==> src/rtl/count_bcd_display_pkg.sv <==
// Shared definitions for the BCD display path: segment patterns,
// converter state encoding and parameter-legality helper.
package count_bcd_display_pkg;

   localparam logic [6:0] SEG_0     = 7'h3F;
   localparam logic [6:0] SEG_1     = 7'h06;
   localparam logic [6:0] SEG_2     = 7'h5B;
   localparam logic [6:0] SEG_3     = 7'h4F;
   localparam logic [6:0] SEG_4     = 7'h66;
   localparam logic [6:0] SEG_5     = 7'h6D;
   localparam logic [6:0] SEG_6     = 7'h7D;
   localparam logic [6:0] SEG_7     = 7'h07;
   localparam logic [6:0] SEG_8     = 7'h7F;
   localparam logic [6:0] SEG_9     = 7'h6F;
   localparam logic [6:0] SEG_BLANK = 7'h00;

   typedef enum logic [1:0] {
      ST_IDLE  = 2'd0,
      ST_SHIFT = 2'd1,
      ST_DONE  = 2'd2
   } conv_state_t;

   // Smallest digit count d with 10^d > 2^bin_w (valid for bin_w up to 63).
   function automatic int min_digits(input int bin_w);
      logic [63:0] p2;
      logic [63:0] p10;
      int          d;
      p2  = 64'd1 << bin_w;
      p10 = 64'd1;
      d   = 0;
      for (int i = 0; i < 19; i++) begin
         if (p10 <= p2) begin
            p10 = p10 * 64'd10;
            d   = d + 1;
         end
      end
      return d;
   endfunction

   function automatic logic [6:0] seg_decode(input logic [3:0] nib);
      case (nib)
         4'd0:    return SEG_0;
         4'd1:    return SEG_1;
         4'd2:    return SEG_2;
         4'd3:    return SEG_3;
         4'd4:    return SEG_4;
         4'd5:    return SEG_5;
         4'd6:    return SEG_6;
         4'd7:    return SEG_7;
         4'd8:    return SEG_8;
         4'd9:    return SEG_9;
         default: return SEG_BLANK;
      endcase
   endfunction

endpackage

==> src/rtl/count_bcd_display_if.sv <==
// Bundle between the counter side and the display block.
// Handshake: load is sampled only while the converter is idle (busy=0 and no
// result pending); bcd_valid is a one-cycle pulse marking a new bcd_out.
interface count_bcd_display_if #(
   parameter int BIN_W  = 10,
   parameter int DIGITS = 4
);
   import count_bcd_display_pkg::*;

   logic [BIN_W-1:0]    bin_in;
   logic                load;
   logic                busy;
   logic [4*DIGITS-1:0] bcd_out;
   logic                bcd_valid;
   logic [6:0]          seg;
   logic [DIGITS-1:0]   dig_sel;
   conv_state_t         conv_state;

   modport master (
      output bin_in, load,
      input  busy, bcd_out, bcd_valid, seg, dig_sel, conv_state
   );

   modport slave (
      input  bin_in, load,
      output busy, bcd_out, bcd_valid, seg, dig_sel, conv_state
   );

endinterface

==> src/rtl/count_bcd_display_bin2bcd_seq.sv <==
// Sequential double-dabble converter: one add-3/shift step per clock,
// result published in the cycle after the last shift.
module bin2bcd_seq
   import count_bcd_display_pkg::*;
#(
   parameter int BIN_W  = 10,
   parameter int DIGITS = 4
) (
   input  logic                clk,
   input  logic                rst,
   input  logic [BIN_W-1:0]    bin_in,
   input  logic                load,
   output logic                busy,
   output logic [4*DIGITS-1:0] bcd_out,
   output logic                bcd_valid,
   output conv_state_t         state
);

   localparam int BCD_W = 4 * DIGITS;
   localparam int CNT_W = $clog2(BIN_W + 1);

   conv_state_t          state_q;
   conv_state_t          state_d;
   logic [BIN_W-1:0]     shift_q;
   logic [BCD_W-1:0]     scratch_q;
   logic [BCD_W-1:0]     scratch_adj;
   logic [BCD_W+BIN_W-1:0] pair_shl;
   logic [CNT_W-1:0]     bit_cnt_q;
   logic [BCD_W-1:0]     bcd_q;
   logic                 valid_q;

   // Nibble add-3 cannot carry out: a nibble is at most 9 before adjusting.
   always_comb begin
      scratch_adj = scratch_q;
      for (int i = 0; i < DIGITS; i++) begin
         if (scratch_q[4*i +: 4] >= 4'd5)
            scratch_adj[4*i +: 4] = scratch_q[4*i +: 4] + 4'd3;
      end
   end

   assign pair_shl = {scratch_adj, shift_q} << 1;

   always_ff @(posedge clk) begin
      if (rst) state_q <= ST_IDLE;
      else     state_q <= state_d;
   end

   always_comb begin
      state_d = state_q;
      busy    = 1'b0;
      case (state_q)
         ST_IDLE:  if (load) state_d = ST_SHIFT;
         ST_SHIFT: begin
            busy = 1'b1;
            if (bit_cnt_q == CNT_W'(1)) state_d = ST_DONE;
         end
         ST_DONE:  state_d = ST_IDLE;
         default:  state_d = ST_IDLE;
      endcase
   end

   always_ff @(posedge clk) begin
      if (rst) begin
         shift_q   <= '0;
         scratch_q <= '0;
         bit_cnt_q <= '0;
         bcd_q     <= '0;
         valid_q   <= 1'b0;
      end else begin
         valid_q <= 1'b0;
         case (state_q)
            ST_IDLE: begin
               if (load) begin
                  shift_q   <= bin_in;
                  scratch_q <= '0;
                  bit_cnt_q <= CNT_W'(BIN_W);
               end
            end
            ST_SHIFT: begin
               {scratch_q, shift_q} <= pair_shl;
               bit_cnt_q            <= bit_cnt_q - CNT_W'(1);
            end
            ST_DONE: begin
               bcd_q   <= scratch_q;
               valid_q <= 1'b1;
            end
            default: ;
         endcase
      end
   end

   assign bcd_out   = bcd_q;
   assign bcd_valid = valid_q;
   assign state     = state_q;

endmodule

==> src/rtl/count_bcd_display.sv <==
// Display block: converts the binary count to BCD and scans it onto a
// time-multiplexed active-high 7-segment display.
module count_bcd_display
   import count_bcd_display_pkg::*;
#(
   parameter int BIN_W    = 10,
   parameter int DIGITS   = 4,
   parameter int SCAN_DIV = 1024
) (
   input logic                clk,
   input logic                rst,
   count_bcd_display_if.slave bus
);

   localparam int SCAN_W = (SCAN_DIV > 1) ? $clog2(SCAN_DIV) : 1;
   localparam int IDX_W  = (DIGITS > 1) ? $clog2(DIGITS) : 1;

   if (DIGITS < min_digits(BIN_W)) begin : g_digits_check
      $error("count_bcd_display: DIGITS too small to hold 2^BIN_W-1");
   end
   if (SCAN_DIV < 2) begin : g_scan_check
      $error("count_bcd_display: SCAN_DIV must be at least 2");
   end

   logic [4*DIGITS-1:0] bcd_int;
   logic                busy_int;
   logic                valid_int;
   conv_state_t         state_int;

   bin2bcd_seq #(
      .BIN_W  (BIN_W),
      .DIGITS (DIGITS)
   ) u_conv (
      .clk       (clk),
      .rst       (rst),
      .bin_in    (bus.bin_in),
      .load      (bus.load),
      .busy      (busy_int),
      .bcd_out   (bcd_int),
      .bcd_valid (valid_int),
      .state     (state_int)
   );

   logic [SCAN_W-1:0] scan_q;
   logic [IDX_W-1:0]  idx_q;
   logic [IDX_W-1:0]  idx_d;
   logic [6:0]        seg_q;
   logic [DIGITS-1:0] dig_sel_c;
   logic              wrap;

   assign wrap = (scan_q == SCAN_W'(SCAN_DIV - 1));

   always_comb begin
      idx_d = idx_q;
      if (wrap) idx_d = (idx_q == IDX_W'(DIGITS - 1)) ? '0 : idx_q + IDX_W'(1);
   end

   // seg is decoded from the index taking effect on this edge so it
   // switches together with dig_sel.
   always_ff @(posedge clk) begin
      if (rst) begin
         scan_q <= '0;
         idx_q  <= '0;
         seg_q  <= SEG_0;
      end else begin
         scan_q <= wrap ? '0 : scan_q + SCAN_W'(1);
         idx_q  <= idx_d;
         seg_q  <= seg_decode(bcd_int[4*idx_d +: 4]);
      end
   end

   always_comb begin
      dig_sel_c        = '0;
      dig_sel_c[idx_q] = 1'b1;
   end

   assign bus.busy       = busy_int;
   assign bus.bcd_out    = bcd_int;
   assign bus.bcd_valid  = valid_int;
   assign bus.seg        = seg_q;
   assign bus.dig_sel    = dig_sel_c;
   assign bus.conv_state = state_int;

endmodule
==> src/flat_wrapper.sv <==
// flat-port wrapper written by rule: the top's interface ports become plain ports
module count_bcd_display_flat import count_bcd_display_pkg::*;
#(
   parameter int BIN_W    = 10,
   parameter int DIGITS   = 4,
   parameter int SCAN_DIV = 1024
)
  (clk, rst, bus_bin_in, bus_load, bus_busy, bus_bcd_out, bus_bcd_valid, bus_seg, bus_dig_sel, bus_conv_state);
  count_bcd_display_if #(.BIN_W(BIN_W), .DIGITS(DIGITS)) bus_i ();
  input logic clk;
  input logic rst;
  input wire logic [$bits(bus_i.bin_in)-1:0] bus_bin_in;
  input wire logic [$bits(bus_i.load)-1:0] bus_load;
  output wire logic [$bits(bus_i.busy)-1:0] bus_busy;
  output wire logic [$bits(bus_i.bcd_out)-1:0] bus_bcd_out;
  output wire logic [$bits(bus_i.bcd_valid)-1:0] bus_bcd_valid;
  output wire logic [$bits(bus_i.seg)-1:0] bus_seg;
  output wire logic [$bits(bus_i.dig_sel)-1:0] bus_dig_sel;
  output wire logic [$bits(bus_i.conv_state)-1:0] bus_conv_state;
  assign bus_i.bin_in = bus_bin_in;
  assign bus_i.load = bus_load;
  assign bus_busy = bus_i.busy;
  assign bus_bcd_out = bus_i.bcd_out;
  assign bus_bcd_valid = bus_i.bcd_valid;
  assign bus_seg = bus_i.seg;
  assign bus_dig_sel = bus_i.dig_sel;
  assign bus_conv_state = bus_i.conv_state;
  count_bcd_display #(.BIN_W(BIN_W), .DIGITS(DIGITS), .SCAN_DIV(SCAN_DIV)) u_core (.clk(clk), .rst(rst), .bus(bus_i));
endmodule
==> config.mk <==
export PLATFORM = sky130hd
export DESIGN_NAME = count_bcd_display_flat
export DESIGN_NICKNAME = d
export VERILOG_FILES = /design/src/rtl/count_bcd_display_pkg.sv /design/src/rtl/count_bcd_display_if.sv /design/src/rtl/count_bcd_display_bin2bcd_seq.sv /design/src/rtl/count_bcd_display.sv /design/src/flat_wrapper.sv
export SDC_FILE = /design/constraint.sdc
export NUM_CORES = 1
export LEC_CHECK = 0
export CAP_MARGIN = 5
export CORE_UTILIZATION = 45
export DETAILED_ROUTE_END_ITERATION = 6
export PLACE_DENSITY_LB_ADDON = 0.15
export SLEW_MARGIN = 20
export SYNTH_ARGS = -nofsm -noshare
export SYNTH_HDL_FRONTEND = slang
export SYNTH_SLANG_ARGS = --single-unit
==> constraint.sdc <==
create_clock -name clk -period 3.8 [get_ports clk]
set_input_delay 0.95 -clock clk [delete_from_list [all_inputs] [get_ports clk]]
set_output_delay 0.95 -clock clk [all_outputs]
set_load 0.05 [all_outputs]
==> impl_metrics.tcl, run 1 <==
set metrics [dict create \
    status "completed" \
    initial_core_util 0.472 \
    htreeDepth 3 \
    die_w_um 90.0 \
    fin_crit_ps 3020 \
    cpPeakStageDelay_ps 820 \
    grtUsageTotal 0.200 \
    ir_drop_mv 0.241 \
    holdBufCountCts 0 \
    hp-start "u_core.scan_q[0]$_SDFF_PP0_" \
    yosysSeqAreaShare 0.391 \
    worstPathArrival_ps 2070 \
    cap_violations 0 \
    synth_edf_count 0 \
    relSlewSlack 0.515 \
    drc 0 \
    final_area_sq_mm 0.00418 \
    grt.overflow.total 0 \
    cts-resized-gates 0 \
    syn-cell-area_sq_mm 0.00348 \
    yosysMostFrequentCell "dfxtp_1" \
    grt_pass1_vias 2588 \
    dp_slack_ps 996 \
    antenna_found_initial 0 \
    drive_gt1_frac 0.113 \
    ys_async_sr_fraction 0 \
    powerDensity_mw_per_mm2 350 \
    path_cells "ha_1, clkdlybuf4s50_1" \
    critPathKind "flop to output pin" \
    ys_ff_latch 68 \
    tritoncts "built" \
    first_iter_violations 179 \
    max_clock_freq_mhz 331 \
    antennaDiodeCount 0 \
    hold_path_class "flop to flop" \
    place_area_sq_mm 0.00398 \
    path_max_fanout 10 \
    fin_skew_ps 3.91 \
    rrSetupSlack_ps 990 \
    worstReg2RegStart "u_core.idx_q[0]$_SDFF_PP0_" \
    clk_latency_ps 350 \
    wl_per_cell_um 14.3 \
    fillers 702 \
    synth_cells 394 \
    vias_per_cell 5.30 \
    worst_slew_pin_slew_ps 726 \
    hold_viol_final 0 \
    drv_slew 0 \
    setup_viol 0 \
    numCtsBuffers 9 \
    post-dp-hpwl_mm 5.28 \
    syn2layout_area_growth_pct 19.9 \
    worst_setup_path_start_kind "flop" \
    clockRootBuffer "clkbuf_8" \
    ys_top_cells_by_area "dfxtp_1 39%, ha_1 7.5%, a21oi_1 5.3%" \
    fin_nets 464 \
    grt_max_degree 32 \
    rsz0062_at_grt "false" \
    cp_slowest_cell "clkdlybuf4s50_1" \
    final.period_utilization 0.795 \
    clock_path_buffers 2 \
    synth_common_cells "68 x dfxtp_1, 43 x nor2_1, 41 x nand2_1" \
    wl_mm 7.59 \
    drt-pass1-iter-count 4 \
    synth-warning-count 0 \
    clk_pin_slew_ps 70 \
    synth.distinct_cells 46 \
    critPathRequiredTime_ps 2850 \
    worst_slack_ps 780 \
    synth_nets 428 \
    synth_ff_type "dfxtp_1" \
    synth_area_per_cell_sq_um 8.84 \
    synth_area_leader_cell "dfxtp_1" \
    leakage_nw 1.54 \
    clock_sinks 68 \
    vias 2818 \
    io_pins 44 \
    port_buffers 43 \
    die-area_sq_mm 0.00809 \
    ant_nets 0 \
    synth_top_cell_area_share 0.391 \
    grt_pass1_wl_mm 13.0 \
    row_count 31 \
    core_sq_mm 0.00737 \
    setup_tns_ps 0 \
    place_congestion 0.847 \
    die_h_um 90.0 \
    endpoint_kind "output pin" \
    cts_setup_buffers 0 \
    crit_start "u_core.idx_q[0]$_SDFF_PP0_" \
]
power by group:
group,internal (mW),switching (mW),total [mW]
combinational,0.0544,0.0731,0.127
clock,0.331,0.259,0.589
sequential,0.732,0.0145,0.747
total,1.12,0.346,1.46
cell usage in the layout (no fill, tap or decap), types with 3 or more instances in the layout:
cell / synthesis / layout
clkbuf_8: 0 / 11
dfxtp_1: 68 / 68
and3_1: 3 / 3
a22oi_1: 9 / 9
clkdlybuf4s50_1: 0 / 43
mux2_2: 3 / 3
nor2_1: 43 / 43
xnor2_1: 12 / 12
nor3_1: 6 / 6
nand2_1: 41 / 41
o21ai_0: 12 / 12
a21oi_1: 37 / 37
o211ai_1: 3 / 3
o21ai_1: 4 / 4
inv_1: 20 / 20
mux2i_1: 7 / 7
a32oi_1: 3 / 3
o221a_2: 9 / 9
nor2b_1: 9 / 8
nor3b_1: 6 / 6
nand3_1: 8 / 8
ha_1: 21 / 21
nand2b_1: 7 / 7
mux4_2: 7 / 7
buf_4: 2 / 6
nand3b_1: 3 / 3
sequential cells by signal (all words and copies together) (netlist names):
signal                   count
u_core.u_conv.bcd_out       16
u_core.u_conv.bcd_valid      1
u_core.bus.seg               7
u_core.u_conv.scratch_q     16
u_core.scan_q               10
u_core.u_conv.state          2
u_core.u_conv.bit_cnt_q      4
u_core.idx_q                 2
u_core.u_conv.shift_q       10
kinds of logic (layout without fill, tap and decap cells):
family / count (synthesis) / count (layout) / share of synthesized area
adder cells (fa/ha/maj): 21 / 21 / 0.0755
AND/OR/NAND/NOR: 134 / 134 / 0.184
AO/OA/AOI/OAI: 90 / 90 / 0.168
buffers and inverters: 46 / 85 / 0.0517
XOR/XNOR: 14 / 14 / 0.0352
flip-flops: 68 / 68 / 0.391
multiplexers: 21 / 21 / 0.0945
per-stage QoR:
stage,hold WS [ps],instances,utilization,power (mW)
4_1_cts,472,532,0.566,1.47
3_3_place_gp,439,518,0.541,0.889
5_1_grt,490,532,0.567,1.52
3_5_place_dp,456,518,0.541,0.890
6_report,466,532,0.567,1.46
2_1_floorplan,426,394,-,0.848
layer usage:
layer  part of all wire  wire length (um)  up-vias  global-route usage
met5                  0                 0        -                   0
met4              0.016               120        0              0.0766
met3              0.048               364       10              0.0525
met2               0.47              3560       61               0.315
met1               0.47              3540     1307               0.264
li1                   -                 -     1440                   -
critical path: cells and delay by family (launching register included):
family                     cells  cell delay, ps
buffers and inverters          1             820
DFF                            1             600
adders and majority gates      1             290
area by class of cell:
type                       count  area, sq um  share of cell area
clock buffer                  12          155              0.0371
clock inverter                 2         35.0             0.00839
inverter                      22         82.6              0.0198
multi-input combinational    280         1940               0.465
sequential                    68         1360               0.326
tap                           99          124              0.0297
timing repair buffer          49          475               0.114
worst paths after layout:
kind	endpoint	cells past startpoint
setup reg to reg	u_core.bus.seg[3]$_SDFF_PP1_	9
hold reg to reg	u_core.scan_q[0]$_SDFF_PP0_	1
setup / recovery	bus_dig_sel[3]	2
hold / removal	u_core.scan_q[0]$_SDFF_PP0_	1
Note: power is estimated with default switching activity, not from simulation.
==> run 2, diff against run 1 <==
==> constraint.sdc (replaced) <==
create_clock -name clk -period 2.8 [get_ports clk]
set_input_delay 0.7 -clock clk [delete_from_list [all_inputs] [get_ports clk]]
set_output_delay 0.7 -clock clk [all_outputs]
set_load 0.05 [all_outputs]
==> impl_metrics.tcl, run 2 (same netlist as run 1, synthesis figures left out) <==
set metrics [dict create \
    status "completed" \
    drive_gt1_frac 0.138 \
    initial_core_util 0.472 \
    final_area_sq_mm 0.00426 \
    final_cell_mix "68 x dfxtp_1, 43 x nor2_1, 42 x clkdlybuf4s50_1" \
    ant_nets 0 \
    cp_slowest_cell "mux4_2" \
    dp_cells 526 \
    holdBufCountCts 0 \
    die_h_um 90.0 \
    clock_path_buffers 2 \
    grt_max_degree 32 \
    hold_viol_final 0 \
    clk_pin_slew_ps 70 \
    grt.overflow.total 0 \
    numCtsBuffers 9 \
    clock_sinks 68 \
    path_max_fanout 4 \
    row_count 31 \
    endpoint_kind "flop" \
    post-dp-hpwl_mm 5.50 \
    drc 0 \
    port_buffers 43 \
    wl_mm 7.83 \
    grt_pass1_wl_mm 13.5 \
    syn2layout_area_growth_pct 22.3 \
    tritoncts "built" \
    fillers 693 \
    place_congestion 0.794 \
    vias_per_cell 5.35 \
    critPathKind "flop to flop" \
    io_pins 44 \
    drt-pass1-iter-count 6 \
    worst_setup_path_start_kind "flop" \
    power_mw 1.90 \
    fin_nets 473 \
    worstPathArrival_ps 2890 \
    place_area_sq_mm 0.00405 \
    ir_drop_mv 0.245 \
    final_common_cell "dfxtp_1" \
    cp_top_family "multiplexers" \
    clockRootBuffer "clkbuf_8" \
    max_clock_freq_mhz 384 \
    final_util 0.578 \
    final.period_utilization 0.929 \
    relSlewSlack 0.537 \
    setup_viol 0 \
    vias 2888 \
    crit_start "u_core.scan_q[0]$_SDFF_PP0_" \
    fin_crit_ps 2600 \
    setup_tns_ps 0 \
    path_buf_inv 1 \
    fin_skew_ps 7.15 \
    cpPeakStageDelay_ps 590 \
    hold_path_class "flop to flop" \
    worst_slew_pin_slew_ps 692 \
    path_depth 9 \
    grtUsageTotal 0.207 \
    antennaDiodeCount 0 \
    critPathRequiredTime_ps 3090 \
    htreeDepth 3 \
    worstReg2RegStart "u_core.scan_q[0]$_SDFF_PP0_" \
    die-area_sq_mm 0.00809 \
    clk_latency_ps 350 \
    powerDensity_mw_per_mm2 447 \
    first_iter_violations 104 \
    stdcell_count 540 \
    wl_per_cell_um 14.5 \
    hold_depth 2 \
    die_w_um 90.0 \
    path_cells "ha_4, nand4_4, nor3_4, mux2i_2, mux4_2, ha_1, inv_1, mux2_1, o21ai_1" \
    hp-start "u_core.u_conv.scratch_q[1]$_SDFFE_PP0P_" \
    antenna_found_initial 0 \
    leakage_nw 1.58 \
    grt_pass1_vias 2795 \
    cap_violations 0 \
    r2r_cells 9 \
    core_sq_mm 0.00737 \
    drv_slew 0 \
]
-- run 2: power by group --
group	switching [mW]	total (mW)	leakage, nW	internal, mW
registers	0.0214	1.02	0.552	0.994
clock network	0.356	0.709	0.0831	0.353
logic	0.0989	0.179	0.943	0.0800
-- run 2: what timing repair did --
item | CTS | global route
buffers inserted | 0 | 1
resized for setup | 0 | 6
setup endpoints to repair | 0 | 5
-- run 2: worst register-to-register path, delay by kind of cell (launching register included) --
family / cells / cell delay, ps
fa+ha+maj: 2 / 490
flops: 1 / 400
compound gates: 1 / 110
mux: 3 / 1170
simple gates: 2 / 320
buf+inv: 1 / 50
-- run 2: per-stage QoR --
step                      hold WS [ps]  setup WS [ps]
after floorplan                    426            102
after global placement             441            165
after detailed placement           454           42.1
after CTS                          470           18.0
after global routing               502          -3.69
final                              491            198
-- run 2: worst paths after layout --
path | end | slack, ps
max | u_core.bus.seg[3]$_SDFF_PP1_ | 200
min | u_core.u_conv.bcd_out[1]$_SDFFE_PP0P_ | 490
max reg2reg | u_core.bus.seg[3]$_SDFF_PP1_ | 200
min reg2reg | u_core.u_conv.bcd_out[1]$_SDFFE_PP0P_ | 490
-- run 2: area by class of cell --
cell class,instances,area [sq um],share of cell area
repair buffers,58,557,0.131
clock buffers,11,151,0.0356
clock inverters,2,12.5,0.00294
well taps,99,124,0.0291
inverters,22,82.6,0.0194
flip-flops and latches,68,1360,0.320
multi-input cells,280,1970,0.463
-- run 2: per-layer routing --
metal / vias to the layer above / part of all wire / track usage
met3: 12 / 0.040 / 0.0491
met2: 53 / 0.47 / 0.335
li1: 1455 / - / -
met1: 1368 / 0.48 / 0.268
met5: - / 0 / 0
met4: 0 / 0.017 / 0.0753
==> run 3, diff against run 2 <==
--- a/config.mk
+++ b/config.mk
@@ -9,6 +9,8 @@
 export CORE_UTILIZATION = 45
 export DETAILED_ROUTE_END_ITERATION = 6
 export PLACE_DENSITY_LB_ADDON = 0.15
+export RECOVER_POWER = 100
+export REMOVE_ABC_BUFFERS = 1
 export SLEW_MARGIN = 20
 export SYNTH_ARGS = -nofsm -noshare
 export SYNTH_HDL_FRONTEND = slang
==> impl_metrics.tcl, run 3 (same netlist as run 1, synthesis figures left out) <==
set metrics [dict create \
    drive_gt1_frac 0.133 \
    critPathKind "flop to flop" \
    clockRootBuffer "clkbuf_8" \
    path_max_fanout 4 \
    cp_top_family "multiplexers" \
    cap_violations 0 \
    final_cell_mix "68 x dfxtp_1, 43 x nor2_1, 41 x nand2_1" \
    dp_slack_ps 108 \
    crit_top_cell "ha_1" \
    hold_depth 2 \
    ir_drop_mv 0.235 \
    row_count 31 \
    endpoint_kind "flop" \
    fillers 670 \
    worst_setup_path_start_kind "flop" \
    leakage_nw 1.63 \
    rsz0062_at_grt "false" \
    hold_viol_final 0 \
    clk_pin_slew_ps 80 \
    final_area_sq_mm 0.00424 \
    hold_slack_ps 470 \
    drt-pass1-iter-count 4 \
    timing.rr.end "u_core.bus.seg[3]$_SDFF_PP1_" \
    wl_mm 7.47 \
    antenna_found_initial 0 \
    port_buffers 43 \
    place_congestion 0.819 \
    rrSetupSlack_ps 120 \
    vias 2901 \
    htreeDepth 3 \
    drv_slew 0 \
    final_common_cell "dfxtp_1" \
    grt_pass1_wl_mm 13.0 \
    hold_end "u_core.u_conv.bcd_out[15]$_SDFFE_PP0P_" \
    ant_nets 0 \
    cpPeakStageDelay_ps 580 \
    initial_core_util 0.472 \
    grtUsageTotal 0.200 \
    clk_latency_ps 350 \
    path_buf_inv 1 \
    post-dp-hpwl_mm 5.10 \
    antennaDiodeCount 0 \
    fin_nets 473 \
    worstPathArrival_ps 2950 \
    numCtsBuffers 9 \
    seq_area_sq_mm 0.00136 \
    r2r_cells 9 \
    clock_path_buffers 2 \
    die_w_um 90.0 \
    clock_sinks 68 \
    powerDensity_mw_per_mm2 456 \
    path_cells "ha_1, nand4_2, nor3_4, mux2i_2, mux4_2, ha_1, inv_1, mux2_1, o21ai_1" \
    status "completed" \
    worstReg2RegStart "u_core.scan_q[0]$_SDFF_PP0_" \
    worst_slew_pin_slew_ps 1030 \
    wl_per_cell_um 13.8 \
    die_h_um 90.0 \
    relSlewSlack 0.312 \
    fin_crit_ps 2680 \
    grt_max_degree 50 \
    io_pins 44 \
    drc 0 \
    first_iter_violations 163 \
    final.period_utilization 0.956 \
    critPathRequiredTime_ps 3080 \
    multi_input_area_sq_mm 0.00194 \
    syn2layout_area_growth_pct 21.8 \
    cp_slowest_cell "mux4_2" \
    core_sq_mm 0.00737 \
    max_clock_freq_mhz 374 \
    fin_skew_ps 8.17 \
    place_area_sq_mm 0.00407 \
    vias_per_cell 5.34 \
    die-area_sq_mm 0.00809 \
    hold_path_class "flop to flop" \
    grt_pass1_vias 2811 \
    tritoncts "built" \
    hp-start "u_core.u_conv.scratch_q[15]$_SDFFE_PP0P_" \
    worst_slack_ps 124 \
    setup_viol 0 \
    grt.overflow.total 0 \
]
run 3: layer usage:
layer | GRT usage | vias to the layer above | wire [um] | share of wire
met2 | 0.319 | 57 | 3460 | 0.46
met4 | 0.0753 | 0 | 136 | 0.018
met1 | 0.255 | 1375 | 3600 | 0.48
met3 | 0.0609 | 12 | 272 | 0.036
li1 | - | 1457 | - | -
met5 | 0 | - | 0 | 0
run 3: worst max-delay path by stage:
stage,startpoint,to,slack (ps),cells after the start
after global placement,u_core.scan_q[0]$_SDFF_PP0_,u_core.bus.seg[3]$_SDFF_PP1_,170,9
final,u_core.scan_q[0]$_SDFF_PP0_,u_core.bus.seg[3]$_SDFF_PP1_,120,9
after floorplan,u_core.scan_q[0]$_SDFF_PP0_,u_core.bus.seg[3]$_SDFF_PP1_,-180,9
after CTS,u_core.scan_q[0]$_SDFF_PP0_,u_core.bus.seg[3]$_SDFF_PP1_,60,9
after global routing,u_core.scan_q[0]$_SDFF_PP0_,u_core.bus.seg[3]$_SDFF_PP1_,9,9
after detailed placement,u_core.scan_q[0]$_SDFF_PP0_,u_core.bus.seg[3]$_SDFF_PP1_,110,9
run 3: layout make-up:
cell class / instances / area share
Inverter: 22 / 0.0195
Multi-Input combinational cell: 280 / 0.459
Clock inverter: 3 / 0.00502
Sequential cell: 68 / 0.321
Timing Repair Buffer: 58 / 0.129
Tap cell: 99 / 0.0292
Clock buffer: 13 / 0.0375
run 3: tightest hold or removal path, cell delays in order (launching register included):
cell and delay, ps:
dfxtp_1 320, nand2_1 60, a21oi_1 50
run 3: repair_timing:
action	4_1_cts	5_1_grt
setup endpoints to repair	0	4
buffers inserted	0	1
hold buffers	0	0
gates resized for setup	0	1
run 3: report_power, final:
group,internal [mW],switching [mW]
Clock,0.371,0.375
Combinational,0.0765,0.0987
Sequential,0.993,0.0189
Total,1.44,0.493
run 3: stage by stage:
step                      total power [mW]  setup TNS [ps]  utilization  cells
after floorplan                       1.14            -380            -    370
after global placement                1.21               0        0.552    526
after detailed placement              1.22               0        0.552    526
after CTS                             1.96               0        0.576    542
after global routing                  2.02               0        0.575    543
final                                 1.93               0        0.575    543
